$ cat src/rtl/aes_round_ctrl_3share.sv
// Round sequencer for a 3-share AES-128 encryption datapath.
// Holds the three state shares, drives them into an external S-box layer of
// fixed latency, and applies ShiftRows/MixColumns/AddRoundKey share-wise on
// the way back. Shares are never combined inside this block.
//
// state | meaning
// IDLE  | waiting for start; ciphertext shares held on st1..3
// LOAD  | alias of the IDLE accept path (same load), not entered on its own
// SBOX  | S-box layer busy; wait counter runs 0..SBOX_LAT-1, shares frozen
// LIN   | linear layer + round key applied per share, round advance
module aes_round_ctrl_3share #(
  parameter int SBOX_LAT = 4
) (
  input  logic         clk,
  input  logic         rst,
  input  logic         start,
  input  logic [127:0] pt1,
  input  logic [127:0] pt2,
  input  logic [127:0] pt3,
  input  logic [127:0] rk1,
  input  logic [127:0] rk2,
  input  logic [127:0] rk3,
  input  logic [127:0] sb1,
  input  logic [127:0] sb2,
  input  logic [127:0] sb3,
  output logic [127:0] st1,
  output logic [127:0] st2,
  output logic [127:0] st3,
  output logic         guards_sel,
  output logic [3:0]   round_idx,
  output logic         busy,
  output logic         done
);

  localparam int CW = (SBOX_LAT > 1) ? $clog2(SBOX_LAT) : 1;
  localparam logic [CW-1:0] WAIT_LAST = CW'(SBOX_LAT - 1);
  localparam logic [3:0] LAST_ROUND = 4'd10;

  typedef enum logic [1:0] {IDLE, LOAD, SBOX, LIN} state_t;

  state_t        state_q, state_d;
  logic [CW-1:0] wait_q, wait_d;
  logic [3:0]    round_q, round_d;
  logic [127:0]  st1_q, st2_q, st3_q;
  logic [127:0]  st1_d, st2_d, st3_d;
  logic          done_q, done_d;
  logic          load;
  logic          last_round;

  function automatic logic [7:0] xtime(input logic [7:0] b);
    return {b[6:0], 1'b0} ^ (b[7] ? 8'h1b : 8'h00);
  endfunction

  // byte j sits at row j%4, column j/4; row r rotates left by r columns
  function automatic logic [127:0] shift_rows(input logic [127:0] s);
    logic [127:0] r;
    r = '0;
    for (int c = 0; c < 4; c++) begin
      for (int rr = 0; rr < 4; rr++) begin
        r[8*(rr+4*c) +: 8] = s[8*(rr+4*((c+rr)%4)) +: 8];
      end
    end
    return r;
  endfunction

  function automatic logic [127:0] mix_columns(input logic [127:0] s);
    logic [127:0] r;
    logic [7:0]   a0, a1, a2, a3;
    r = '0;
    for (int c = 0; c < 4; c++) begin
      a0 = s[32*c +: 8];
      a1 = s[32*c+8 +: 8];
      a2 = s[32*c+16 +: 8];
      a3 = s[32*c+24 +: 8];
      r[32*c +: 8]    = xtime(a0) ^ xtime(a1) ^ a1 ^ a2 ^ a3;
      r[32*c+8 +: 8]  = a0 ^ xtime(a1) ^ xtime(a2) ^ a2 ^ a3;
      r[32*c+16 +: 8] = a0 ^ a1 ^ xtime(a2) ^ xtime(a3) ^ a3;
      r[32*c+24 +: 8] = xtime(a0) ^ a0 ^ a1 ^ a2 ^ xtime(a3);
    end
    return r;
  endfunction

  // linear part of a round is share-wise linear, so each share goes alone
  function automatic logic [127:0] round_lin(input logic [127:0] sb,
                                             input logic [127:0] rk,
                                             input logic         final_rnd);
    logic [127:0] t;
    t = shift_rows(sb);
    if (!final_rnd) t = mix_columns(t);
    return t ^ rk;
  endfunction

  assign load       = ((state_q == IDLE) && start) || (state_q == LOAD);
  assign last_round = (round_q == LAST_ROUND);

  // next-state, counters and share updates
  always_comb begin
    state_d = state_q;
    wait_d  = wait_q;
    round_d = round_q;
    st1_d   = st1_q;
    st2_d   = st2_q;
    st3_d   = st3_q;
    done_d  = 1'b0;
    case (state_q)
      IDLE, LOAD: begin
        if (load) begin
          st1_d   = pt1 ^ rk1;
          st2_d   = pt2 ^ rk2;
          st3_d   = pt3 ^ rk3;
          round_d = 4'd1;
          wait_d  = '0;
          state_d = SBOX;
        end
      end
      SBOX: begin
        if (wait_q == WAIT_LAST) begin
          wait_d  = '0;
          state_d = LIN;
        end else begin
          wait_d = wait_q + 1'b1;
        end
      end
      LIN: begin
        st1_d  = round_lin(sb1, rk1, last_round);
        st2_d  = round_lin(sb2, rk2, last_round);
        st3_d  = round_lin(sb3, rk3, last_round);
        wait_d = '0;
        if (last_round) begin
          // back to 0 so the next accept sees the whitening key
          round_d = 4'd0;
          done_d  = 1'b1;
          state_d = IDLE;
        end else begin
          round_d = round_q + 4'd1;
          state_d = SBOX;
        end
      end
      default: state_d = IDLE;
    endcase
  end

  // state register with synchronous reset
  always_ff @(posedge clk) begin
    if (rst) begin
      state_q <= IDLE;
      wait_q  <= '0;
      round_q <= '0;
      st1_q   <= '0;
      st2_q   <= '0;
      st3_q   <= '0;
      done_q  <= 1'b0;
    end else begin
      state_q <= state_d;
      wait_q  <= wait_d;
      round_q <= round_d;
      st1_q   <= st1_d;
      st2_q   <= st2_d;
      st3_q   <= st3_d;
      done_q  <= done_d;
    end
  end

  assign st1        = st1_q;
  assign st2        = st2_q;
  assign st3        = st3_q;
  assign round_idx  = round_q;
  assign done       = done_q;
  assign busy       = (state_q != IDLE);
  // fresh guards only for the very first S-box pass of an encryption
  assign guards_sel = (state_q == SBOX) && (wait_q == '0) && (round_q == 4'd1);

endmodule

$ cat config.mk
export PLATFORM = sky130hd
export DESIGN_NAME = aes_round_ctrl_3share
export DESIGN_NICKNAME = d
export VERILOG_FILES = /design/src/rtl/aes_round_ctrl_3share.sv
export SDC_FILE = /design/constraint.sdc
export NUM_CORES = 2
export LEC_CHECK = 0
export CAP_MARGIN = 20
export CELL_PAD_IN_SITES_DETAIL_PLACEMENT = 2
export CELL_PAD_IN_SITES_GLOBAL_PLACEMENT = 2
export CORE_AREA = 2 2 596 598
export DETAILED_ROUTE_END_ITERATION = 6
export DIE_AREA = 0 0 598 600
export PLACE_DENSITY = 0.54
export SETUP_SLACK_MARGIN = 0.5
export SYNTH_ARGS = -nofsm -noshare
export SYNTH_HDL_FRONTEND = slang
export SYNTH_SLANG_ARGS = --single-unit
$ cat constraint.sdc
create_clock -name clk -period 2.6 [get_ports clk]
set_input_delay 0.39 -clock clk [delete_from_list [all_inputs] [get_ports clk]]
set_output_delay 0.39 -clock clk [all_outputs]
set_load 0.02 [all_outputs]
==> flow_summary_export.csv <==
group,metric,value,unit
setup_path,worstRegToRegCells,8,
clock_network,insertion_delay,810,ps
grt,first_global_vias,54190,
synth,synthFlopType,"dfxtp_1",
clock_network,cts_tree,"done",
drt,viasPerCell,4.444,
die,start_util,12.65,%
drt,avgRoutedWirePerCell,36.79,um
timing,final-hold-violation-count,0,
die,io_pins,1546,
setup_path,required,3280,ps
clock_network,clk_pin_slew,60,ps
setup_path,cp.arrival,2950,ps
setup_path,start_kind,"flip-flop",
clock_network,numCtsBuffers,78,
pwr,peakVddDrop,0.4325,mV
finish,seq_area,7911,sq um
timing,fin_crit_sh,87.35,%
timing,worstMarginPinSlew,1163,ps
hold_path,min_path_cells,4,
drt,drt_wl_total,426600,um
timing,whs,240.3,ps
synth,avgSynthCellArea,9.006,sq um
drt,first_pass_iters,5,
grt,grt_pass1_wl,529500,um
clock_network,htreeDepth,3,
grt,grt_usage,21.85,%
drt,drtAntennaViolNets,0,
drt,drt_iter0_markers,3048,
synth,seq_area_frac_synth,17.67,%
die,die-area,358800,sq um
timing,max_slew_margin,21.90,%
finish,multi_input_area,33420,sq um
grt,grt_remaining_overflow,0,
synth,synthCells,4943,
setup_path,cp-startpoint,"state_q[0]",
finish,final_core_util,21.64,%
finish,mostFrequentLayoutCells,"clkdlybuf4s50_1 (1153), nand2_1 (759), buf_4 (485)",
synth,synth_edf_count,0,
die,coreArea,351900,sq um
drt,post-route-drc-count,0,
die,die-width,598,um
finish,drive_gt1_share,17.23,%
die,die_height,600,um
drt,num_vias,51528,
finish,final_common_cell,"clkdlybuf4s50_1",
setup_path,regToRegStartpoint,"state_q[0]",
timing,min_period,2271,ps
setup_path,crit_fanout,22,
synth,synth_fp_nets,6100,
hold_path,hp-start,"rst",
job,max_cap_violations,0,
pwr,total_power,32.26,mW
timing,drv_slew,0,
timing,finalSetupViolCount,0,
timing,rsz0062_at_grt,"true",
synth,syn_area,44520,sq um
hold_path,hold_path_class,"input port to flip-flop",
finish,nets,7949,
setup_path,worst-setup-path-type,"flip-flop to flip-flop",
finish,areaGrowthSynthToFinish,71.05,%
grt,antenna_found_initial,200,
placed_design,hpwl,331200,um
status,status,"complete, no violations",
placed_design,gp_congestion,0.9162,
synth,ys_seq_elements,393,
timing,skew,57.62,ps
synth,synthArstFlopShare,0,%
synth,synth_warnings,0,
synth,synthDistinctLibCells,49,
pwr,p_per_area,423.7,nW/um^2
clock_network,clockBufferDepth,4,
clock_network,clock_sinks,393,
pwr,p_leak,31.62,nW
die,rows,218,
finish,fill_cells,39787,
timing,tns,0,ps
setup_path,crit_path_end_kind,"flip-flop",
timing,timing.fmax,440.3,MHz
placed_design,portBuffers,1545,
clock_network,root_buffer,"clkbuf_16",
grt,grt_max_degree,98,
-- kinds of logic after synthesis --
kind of cell | share of synthesized area, %
compound gates | 28.30
xor+xnor | 34.47
fa+ha+maj | 0.05621
buf+inv | 8.157
flops | 17.67
simple gates | 11.34
-- cell usage after synthesis, types with 2 or more instances --
library cell | n | area, sq um
clkbuf_2 | 6 | 30.03
a2111o_1 | 371 | 4178
buf_2 | 118 | 590.6
nor2_1 | 7 | 26.28
a221o_1 | 2 | 20.02
a21o_1 | 3 | 22.52
xor3_2 | 9 | 225.2
o211a_1 | 11 | 110.1
xnor2_1 | 219 | 1918
a211oi_1 | 12 | 90.09
o211ai_2 | 2 | 25.02
inv_1 | 387 | 1453
a21oi_1 | 377 | 1887
xnor2_2 | 27 | 439.2
xor3_1 | 45 | 1070
buf_1 | 34 | 127.6
clkbuf_1 | 342 | 1284
ha_1 | 2 | 25.02
xor2_1 | 130 | 1139
o211ai_1 | 380 | 2853
o2bb2ai_1 | 373 | 3267
xnor3_1 | 456 | 10270
nor3_1 | 8 | 40.04
nand2_1 | 780 | 2928
and2_1 | 2 | 12.51
dfxtp_1 | 393 | 7868
o2111ai_1 | 11 | 96.34
nand3_1 | 385 | 1927
xnor2_4 | 3 | 82.58
xor2_2 | 11 | 178.9
buf_4 | 18 | 135.1
o21ai_0 | 2 | 10.01
-- power by group --
group	switching, mW	internal [mW]
registers	0.420	6.46
logic	7.32	7.23
clock network	4.61	6.22
total	12.3	19.9
-- worst paths after layout --
| check | to | slack [ps] |
|---|---|---|
| hold reg to reg | st2[25] | 480 |
| setup reg to reg | st1[126] | 330 |
| setup / recovery | st1[126] | 330 |
| hold / removal | st2[59] | 240 |
-- final cells by class --
type | count | share of cell area (%)
Clock inverter | 18 | 0.2169
Antenna cell | 128 | 0.4207
Tap cell | 4620 | 7.592
Inverter | 387 | 1.911
Clock buffer | 118 | 3.038
Timing Repair Buffer | 2287 | 32.55
Sequential cell | 393 | 10.39
Multi-Input combinational cell | 3645 | 43.89
-- worst max-delay path, cell delays in order, from the launching register on --
cell and delay (ps):
dfxtp_4 350, buf_4 180, buf_12 150, inv_4 90, a21o_4 260, buf_12 160
clkbuf_16 310, a2111o_1 360, o211ai_1 90
-- what timing repair did --
action / 4_1_cts / 5_1_grt
buffers inserted: 31 / 46
pin swaps: 5 / 73
hold buffers: 0 / 0
cloned: 19 / 79
resized for setup: 791 / 219
setup endpoints to repair: 612 / 406
-- layer usage --
layer	wire [um]	vias up	global-route usage [%]	share of wire [%]
li1	-	22106	-	-
met5	701	-	0	0.16
met1	170900	26757	25.55	40
met3	34000	610	7.017	8.0
met4	20490	108	9.737	4.8
met2	200500	1947	36.34	47
-- registers in the layout (all words and copies together) (netlist names) --
register and cells:
st2 128, round_idx 4, st3 128, wait_q 2, st1 128, state_q 2
done 1
-- stage by stage --
| stage | instance area, sq um | setup WS, ps | std cells |
|---|---|---|---|
| global route | 76020 | 287.6 | 11545 |
| CTS | 72730 | 229.9 | 11343 |
| floorplan | 44520 | 674.6 | 4943 |
| global placement | 69240 | -268.2 | 11157 |
| detailed placement | 69240 | -270.0 | 11157 |
| finish | 76140 | 329.0 | 11596 |
No activity file was read; power rests on OpenSTA's default activity.
